==> config.mk <==
export PLATFORM = sky130hd
export DESIGN_NAME = game_end_timer
export DESIGN_NICKNAME = d
export VERILOG_FILES = /design/src/rtl/game_end_timer.sv
export SDC_FILE = /design/constraint.sdc
export NUM_CORES = 1
export LEC_CHECK = 0
export ABC_AREA = 1
export CAP_MARGIN = 20
export CORE_MARGIN = 4
export CORE_UTILIZATION = 41
export CTS_CLUSTER_DIAMETER = 80
export DETAILED_ROUTE_END_ITERATION = 10
export SLEW_MARGIN = 0
export SYNTH_ARGS = -nofsm -noshare
export SYNTH_HDL_FRONTEND = slang
export SYNTH_SLANG_ARGS = --single-unit
==> constraint.sdc <==
create_clock -name clk -period 3 [get_ports clk]
set_input_delay 0.6 -clock clk [delete_from_list [all_inputs] [get_ports clk]]
set_output_delay 0.6 -clock clk [all_outputs]
set_load 0.01 [all_outputs]
==> src/rtl/game_end_timer.sv <==
// ---------------------------------------------------------------------------
// game_end_timer
//
// Post-game stage behind the game master FSM. A one-cycle start pulse opens a
// fixed window of PRESCALE*TICKS clock cycles. The FSM stays in WON_END /
// LOST_END while the window is open. During the window a blink phase toggles
// every BLINK_TICKS ticks for the win/lose display. Saturating win and loss
// tallies feed the score display.
//
// Ports:
//   clk                        clock
//   reset                      asynchronous, active-high reset
//   end_of_game_timer_start    one-cycle pulse that opens (or restarts) the window
//   game_won                   sampled with start: 1 = won, 0 = lost
//   score_clear                synchronous clear of both tallies
//   end_of_game_timer_running  high for the whole window
//   result_won                 game_won as latched at the last start
//   blink                      display blink phase, 0 when idle
//   wins / losses              saturating tallies, SCORE_WIDTH bits each
// ---------------------------------------------------------------------------
module game_end_timer #(
    parameter int PRESCALE    = 1000000,
    parameter int TICKS       = 50,
    parameter int BLINK_TICKS = 5,
    parameter int SCORE_WIDTH = 4
) (
    input  logic                   clk,
    input  logic                   reset,
    input  logic                   end_of_game_timer_start,
    input  logic                   game_won,
    input  logic                   score_clear,
    output logic                   end_of_game_timer_running,
    output logic                   result_won,
    output logic                   blink,
    output logic [SCORE_WIDTH-1:0] wins,
    output logic [SCORE_WIDTH-1:0] losses
);

    // Counter widths, never narrower than one bit.
    localparam int PRE_W  = (PRESCALE    > 1) ? $clog2(PRESCALE)    : 1;
    localparam int TICK_W = (TICKS       > 1) ? $clog2(TICKS)       : 1;
    localparam int BL_W   = (BLINK_TICKS > 1) ? $clog2(BLINK_TICKS) : 1;

    localparam logic [PRE_W-1:0]       PRE_LOAD  = PRE_W'(PRESCALE - 1);
    localparam logic [TICK_W-1:0]      TICK_LOAD = TICK_W'(TICKS - 1);
    localparam logic [BL_W-1:0]        BL_LOAD   = BL_W'(BLINK_TICKS - 1);
    localparam logic [SCORE_WIDTH-1:0] SCORE_MAX = '1;

    localparam logic [0:0] S_IDLE = 1'b0;
    localparam logic [0:0] S_RUN  = 1'b1;

    logic [0:0]             r_state;
    logic [PRE_W-1:0]       r_pre;
    logic [TICK_W-1:0]      r_tick;
    logic [BL_W-1:0]        r_bl;
    logic                   r_blink;
    logic                   r_result_won;
    logic [SCORE_WIDTH-1:0] r_wins;
    logic [SCORE_WIDTH-1:0] r_losses;

    logic [SCORE_WIDTH-1:0] w_wins_base;
    logic [SCORE_WIDTH-1:0] w_losses_base;
    logic [SCORE_WIDTH-1:0] w_wins_next;
    logic [SCORE_WIDTH-1:0] w_losses_next;

    // Tally update: a coincident clear is applied first, then the start
    // increment, so clear+start leaves the counted tally at 1.
    // NOTE: every signal gets a default at the top of the always_comb block;
    // a path that leaves one unassigned would infer a latch.
    always_comb begin
        w_wins_base   = score_clear ? '0 : r_wins;
        w_losses_base = score_clear ? '0 : r_losses;
        w_wins_next   = w_wins_base;
        w_losses_next = w_losses_base;
        if (end_of_game_timer_start) begin
            if (game_won) begin
                if (w_wins_base != SCORE_MAX)
                    w_wins_next = w_wins_base + SCORE_WIDTH'(1);
            end else begin
                if (w_losses_base != SCORE_MAX)
                    w_losses_next = w_losses_base + SCORE_WIDTH'(1);
            end
        end
    end

    // NOTE: all state below is updated with non-blocking assignments so every
    // register samples the pre-edge values of the others.
    always_ff @(posedge clk or posedge reset) begin
        if (reset) begin
            r_state      <= S_IDLE;
            r_pre        <= '0;
            r_tick       <= '0;
            r_bl         <= '0;
            r_blink      <= 1'b0;
            r_result_won <= 1'b0;
            r_wins       <= '0;
            r_losses     <= '0;
        end else begin
            r_wins   <= w_wins_next;
            r_losses <= w_losses_next;

            if (end_of_game_timer_start) begin
                // Start works in either state; during RUN it restarts the
                // window from full length.
                r_state      <= S_RUN;
                r_pre        <= PRE_LOAD;
                r_tick       <= TICK_LOAD;
                r_bl         <= BL_LOAD;
                r_blink      <= 1'b1;
                r_result_won <= game_won;
            end else if (r_state == S_RUN) begin
                if (r_pre != '0) begin
                    r_pre <= r_pre - PRE_W'(1);
                end else begin
                    r_pre <= PRE_LOAD;
                    if (r_tick == '0) begin
                        // Final tick closes the window even mid-half-period.
                        r_state <= S_IDLE;
                        r_blink <= 1'b0;
                    end else begin
                        r_tick <= r_tick - TICK_W'(1);
                        if (r_bl == '0) begin
                            r_bl    <= BL_LOAD;
                            r_blink <= ~r_blink;
                        end else begin
                            r_bl <= r_bl - BL_W'(1);
                        end
                    end
                end
            end
        end
    end

    assign end_of_game_timer_running = (r_state == S_RUN);
    assign result_won                = r_result_won;
    assign blink                     = r_blink;
    assign wins                      = r_wins;
    assign losses                    = r_losses;

endmodule

==> results.md, run 1 <==
- Final core occ: 48.7%
- Slew @ Worst Pin: 0.646 ns
- VDD IR max: 0.305 mV
- WS Path Type: in -> reg
- Post-synth EDFFs: 0
- Endpoints failing hold: 0
- IO buf count: 15
- Post-CTS setup buffers: 0
- DRC: 0
- Syn. warnings: 0
- NumNets Final: 346
- CP Launch Type: input port
- Post-synth ARST share: 100%
- Clock-pin slew on the worst setup and hold paths: 0.09 ns
- Initial antenna violation count: 0
- Post-Synthesis Cells: 315
- Tmin final: 2.17 ns
- Number of global-route vias before repair: 1916
- Synthesis-to-layout area growth: 14.2%
- I/O pin cnt: 16
- Primary FF master, synth: dfrtp_1
- CP required: 3.18 ns
- Via Count: 2000
- Number of CTS-inserted buffers: 5
- Leak: 1.30 nW
- First-pass GRT wire length: 8830 um
- Die height: 84.1 um
- Longest Clk Path Bufs: 2
- Hold Buf Count CTS: 0
- CTS H-tree depth: 2
- Sequential share of the synthesized area: 42.1%
- Initial core utilization: 42.6%
- Max Cap Viol: 0
- Insertion delay to the later sink of the worst-skew pair: 0.30 ns
- Drt pass-1 iters: 4
- Clock Skews: 0.0112 ns
- RSZ-0062 raised after global routing: no
- Via density per instance: 4.91
- Crit-path max FO: 20
- Yosys reg bits: 40
- Initial detailed-routing violation count: 87
- Final wirelength: 5010 um
- Setup tns final: 0 ns
- Max-Slew Margin vs Limit: 56.9%
- Final Wtd Congestion: 0.844
- Total grt overflow: 0
- Worst hold path class: reg -> reg
- WL/cell: 12.3 um
- Cell accounting for the most synthesized area: dfrtp_1
- Pin count of the biggest net entering global routing: 21
- Area of the multi-input gates: 1200 um^2
- # clock sinks: 40
- Row Count: 27
- Yosys cell types: 32
- Post-DP HPWL: 3710 um
- GRT Overall Usage: 15.3%
- Status: complete, no violations
- Routed Antenna Nets: 0
- Post-CTS sizing: 0
- Post-Syn Area: 2380 um^2
- Crit end category: flop
- Max Slew Vio Count: 0
- Top cell type's share of synthesized area: 42.1%
- Diode count: 0
- Core area: 5570 um^2
- Share of layout cells above drive strength 1: 8.96%
- Die X-Extent: 84.1 um
- Synthesized Nets: 327
- Die area: 7080 um^2
- Setup-failing EPs final: 0
- Syn_area_per_cell: 7.55 um^2
- Data arrival, critical path: 2.35 ns
- Layout fillers: 572
- PwrDens: 495 nW/um^2
- Fin crit share: 72.3%
- Register area: 1000 um^2
- Root buffer cell: clkbuf_8
- Fmax: 0.461 GHz
- Most frequent cell after synthesis: nand2_1
- CTS tree: done
- Most common library cells after synthesis: nand2_1, nor2_1, dfrtp_1
- Top post-synthesis cells by area: dfrtp_1, nand2_1, nor2_1
[critical path: stages]
cell and delay, ns:
clkdlybuf4s50_1 0.67, inv_2 0.20, nand2_1 0.15, buf_4 0.26, nand2_1 0.07, nor2_1 0.08
nand2_1 0.07, xor2_1 0.14, nand2_1 0.06, inv_1 0.05
[through the flow]
stage	power [mW]	instance area (um^2)	setup WS, ns	instances	hold slack, ns
after detailed placement	0.880	2590	0.526	399	0.462
after floorplan	0.806	2380	1.23	315	0.451
after global routing	1.43	2710	0.686	407	0.527
final	1.34	2710	0.830	407	0.483
after global placement	0.877	2590	0.542	399	0.464
after CTS	1.36	2710	0.833	407	0.492
[path summary, 6_finish.rpt]
| path | slack, ns | cells after the start | to | from |
|---|---|---|---|---|
| setup / recovery | 0.83 | 10 | r_pre[12] | end_of_game_timer_start |
| hold / removal | 0.48 | 2 | result_won | result_won |
| setup reg to reg | 1.08 | 9 | r_pre[10] | r_pre[0] |
| hold reg to reg | 0.48 | 2 | result_won | result_won |
| max in group asynchronous | 1.66 | 3 | r_pre[4] | reset |
| min in group asynchronous | 0.68 | 2 | losses[1] | reset |
[cell usage in the layout, fill, tap and decap left out, drive strengths merged]
cell	instances
a31oi	1
nor2	53
a21oi	2
dfrtp	40
inv	34
o21ai	8
buf	3
nand3	21
clkinv	1
nand2	100
nor3	5
bufinv	1
nand4	14
nor3b	1
clkbuf	6
ha	7
o211ai	2
xor2	8
nand3b	3
a22oi	2
mux2	1
clkdlybuf4s50	15
xnor2	4
or2	3
[power breakdown]
group | switching [mW] | total [mW] | internal [mW]
Sequential | 0.0408 | 0.624 | 0.584
Clock | 0.203 | 0.475 | 0.272
Combinational | 0.142 | 0.244 | 0.102
Total | 0.386 | 1.34 | 0.958
[logic make-up (layout without fill, tap and decap cells)]
| family | count (synthesis) | count (layout) | synth area share [%] |
|---|---|---|---|
| flip-flops | 40 | 40 | 42.1 |
| multiplexers | 1 | 1 | 0.474 |
| AO/OA/AOI/OAI | 15 | 15 | 4.42 |
| AND/OR/NAND/NOR | 200 | 200 | 37.5 |
| adder cells (fa/ha/maj) | 7 | 7 | 3.68 |
| buffers and inverters | 40 | 60 | 7.37 |
| XOR/XNOR | 12 | 12 | 4.42 |
[flip-flops by register name, indices dropped and copies added, names as in the netlist]
signal                     flops
blink                          1
end_of_game_timer_running      1
losses                         4
r_bl                           3
r_pre                         20
r_tick                         6
result_won                     1
wins                           4
[layer usage]
layer | track usage [%] | up-vias | part of all wire, %
met5 | 0 | - | 0
met2 | 24.1 | 22 | 47
met3 | 4.22 | 4 | 2.4
li1 | - | 1037 | -
met1 | 20.9 | 937 | 50
met4 | 3.65 | 0 | 0.78
[cell type report]
cell class              instances  area share (%)
clock inverters                 2            1.43
inverters                      34            4.70
clock buffers                   6            3.04
repair buffers                 18            6.36
flip-flops and latches         40            36.9
multi-input cells             235            44.3
well taps                      72            3.32
Note: power is estimated with default switching activity, not from simulation.
==> run 2: changes to the inputs <==
clock period = 2.1 ns   (was 3 ns; I/O delays follow)
==> run 2 against run 1 <==
Against the previous run: first-iteration DRC count decreased by 6.9%; sequential share of layout area fell by 0.96 points; combinational power grew 43%; register-to-register slack lost 0.86 ns; global-route usage grew 0.44 points; power grew 58%; via count fell by 0.45%.
==> results.md, run 2 (synthesized netlist as in run 1, its figures left out) <==
- Initial antenna violation count: 0 (unchanged)
- Setup-failing EPs final: 0 (unchanged)
- Diode count: 0 (unchanged)
- Leak: 1.34 nW (+2.9%)
- Sequential cell fraction of total power: 42.0% (-4.5 points)
- IO buf count: 15 (unchanged)
- CTS tree: done
- Insertion delay to the later sink of the worst-skew pair: 0.30 ns (about the same)
- Initial core utilization: 42.6% (unchanged)
- Psw: 0.547 mW (+42%)
- Crit-path cells: inv_1 -> ha_1 -> nand2_1 -> nor2_1 -> nand3_2 -> nand2_2 -> nand3_2 -> nand2_1 -> nand2_1
- Max Slew Vio Count: 0 (unchanged)
- Worst Path Buf+Inv: 1 (-3)
- Setup tns final: 0 ns (unchanged)
- Fin crit share: 89.5%
- Drt pass-1 iters: 4 (unchanged)
- Max Cap Viol: 0 (unchanged)
- Via Count: 1991 (-0.45%)
- Root buffer cell: clkbuf_8
- Placed insts: 403 (+1.0%)
- PwrDens: 763 nW/um^2 (+54%)
- Commonest non-fill, non-tap cell in the layout: nand2_1
- Crit-path max FO: 12 (-40%)
- Total grt overflow: 0 (unchanged)
- Largest registers: r_pre x20, r_tick x6
- Slew @ Worst Pin: 0.522 ns (-0.124 ns)
- Post-CTS setup buffers: 0 (unchanged)
- GRT Overall Usage: 15.7% (+0.44 points)
- Share of layout cells above drive strength 1: 10.0% (+1.1 points)
- Die area: 7080 um^2 (unchanged)
- Endpoints failing hold: 0 (unchanged)
- Tmin final: 1.88 ns
- RSZ-0062 raised after global routing: no
- Post-place setup slack: 0.0608 ns (-0.465 ns)
- Initial detailed-routing violation count: 81 (-6.9%)
- VDD IR max: 0.398 mV (+31%)
- Die X-Extent: 84.1 um (unchanged)
- Die height: 84.1 um (unchanged)
- First-pass GRT wire length: 9180 um (+3.9%)
- Fmax: 0.532 GHz
- Clock Skews: 0.00845 ns (-0.00272 ns)
- Clock Power Share: 41.5% (+6.1 points)
- Row Count: 27 (unchanged)
- Synthesis-to-layout area growth: 17.2%
- Status: complete, no violations
- Final Wtd Congestion: 0.809 (-4.2%)
- Area after DPL: 2620 um^2 (+1.2%)
- Fin worst setup slack: 0.221 ns (-0.609 ns)
- I/O pin cnt: 16 (unchanged)
- Longest Clk Path Bufs: 2 (unchanged)
- Via density per instance: 4.84 (-1.4%)
- Layout fillers: 572 (unchanged)
- Worst hold path class: reg -> reg
- Commonest non-fill, non-tap cells in the layout: nand2_1, nor2_1, dfrtp_1
- CTS H-tree depth: 2 (unchanged)
- Switching part of the total: 25.7% (-3.0 points)
- Core area: 5570 um^2 (unchanged)
- Final wirelength: 4940 um (-1.4%)
- Slowest stage delay, CP: 0.41 ns (-0.26 ns)
- WL/cell: 12.0 um (-2.4%)
- Most frequent CP cell: nand2_1
- CP Launch Type: flop
- Number of global-route vias before repair: 2052 (+7.1%)
- Clock-pin slew on the worst setup and hold paths: 0.09 ns (about the same)
- Crit end category: flop
- Cell family with most CP delay: simple AND/OR/NAND/NOR gates
- Max-Slew Margin vs Limit: 65.2% (+8.3 points)
- NumNets Final: 350 (+1.2%)
- Post-DP HPWL: 3640 um (-2.0%)
- Final non-filler cell total: 411 (+0.98%)
- Combinational power share: 16.5% (-1.7 points)
- DRC: 0 (unchanged)
- WS Path Type: reg -> reg
- Number of CTS-inserted buffers: 5 (unchanged)
- CP required: 2.29 ns (-0.89 ns)
- Pin count of the biggest net entering global routing: 41 (+95%)
- P_int: 1.58 mW (+65%)
- Final core occ: 50.0% (+1.3 points)
- # clock sinks: 40 (unchanged)
- Routed Antenna Nets: 0 (unchanged)
- Cell area after layout: 2790 um^2 (+2.7%)
- CP max-delay cell: dfrtp_1
- Max reg flops: 20 (unchanged)
- Data arrival, critical path: 2.07 ns (-0.28 ns)
- Top reg by flops: r_pre
-- run 2: through the flow --
| step | hold WS (ns) | total power [mW] |
|---|---|---|
| after CTS | 0.486 | 2.15 |
| after detailed placement | 0.463 | 1.26 |
| after global placement | 0.466 | 1.26 |
| after floorplan | 0.451 | 1.15 |
| final | 0.478 | 2.13 |
| after global routing | 0.509 | 2.25 |
-- run 2: path summary, 6_finish.rpt --
path,start,endpoint,slack [ns],cells after the start
min in group asynchronous,reset,losses[0],0.53,3
setup reg to reg,r_pre[0],r_tick[4],0.22,9
setup / recovery,r_pre[0],r_tick[4],0.22,9
hold reg to reg,result_won,result_won,0.48,2
hold / removal,result_won,result_won,0.48,2
max in group asynchronous,reset,losses[3],1.19,3
-- run 2: worst min-delay path, stage by stage, from the launching register on --
cell and delay (ns):
dfrtp_1 0.35, nand2_1 0.05, nand2_1 0.05
-- run 2: routing by layer --
| metal | up-vias | track usage, % | share of wire [%] |
|---|---|---|---|
| met2 | 23 | 25.4 | 46 |
| met4 | 0 | 4.97 | 0.89 |
| met3 | 5 | 3.04 | 3.1 |
| li1 | 1048 | - | - |
| met5 | - | 0 | 0 |
| met1 | 915 | 21.3 | 50 |
-- run 2: power by group through the flow --
stage               combinational [mW]  clock, mW  sequential [mW]
finish                           0.350      0.883            0.894
global route                     0.414      0.932            0.905
CTS                              0.356      0.903            0.894
detailed placement               0.354          0            0.907
global placement                 0.351          0            0.908
floorplan                        0.247          0            0.905
-- run 2: final cells by class --
class	instances	area, um^2	area share, %
Sequential cell	40	1000	35.9
Clock inverter	3	90.1	3.23
Tap cell	72	90.1	3.23
Multi-Input combinational cell	235	1210	43.3
Inverter	34	128	4.58
Clock buffer	5	68.8	2.47
Timing Repair Buffer	22	203	7.27
-- run 2: timing repair --
action	in CTS	in global routing
resized for setup	0	1
endpoints found under the setup margin	0	1
hold buffers	0	0
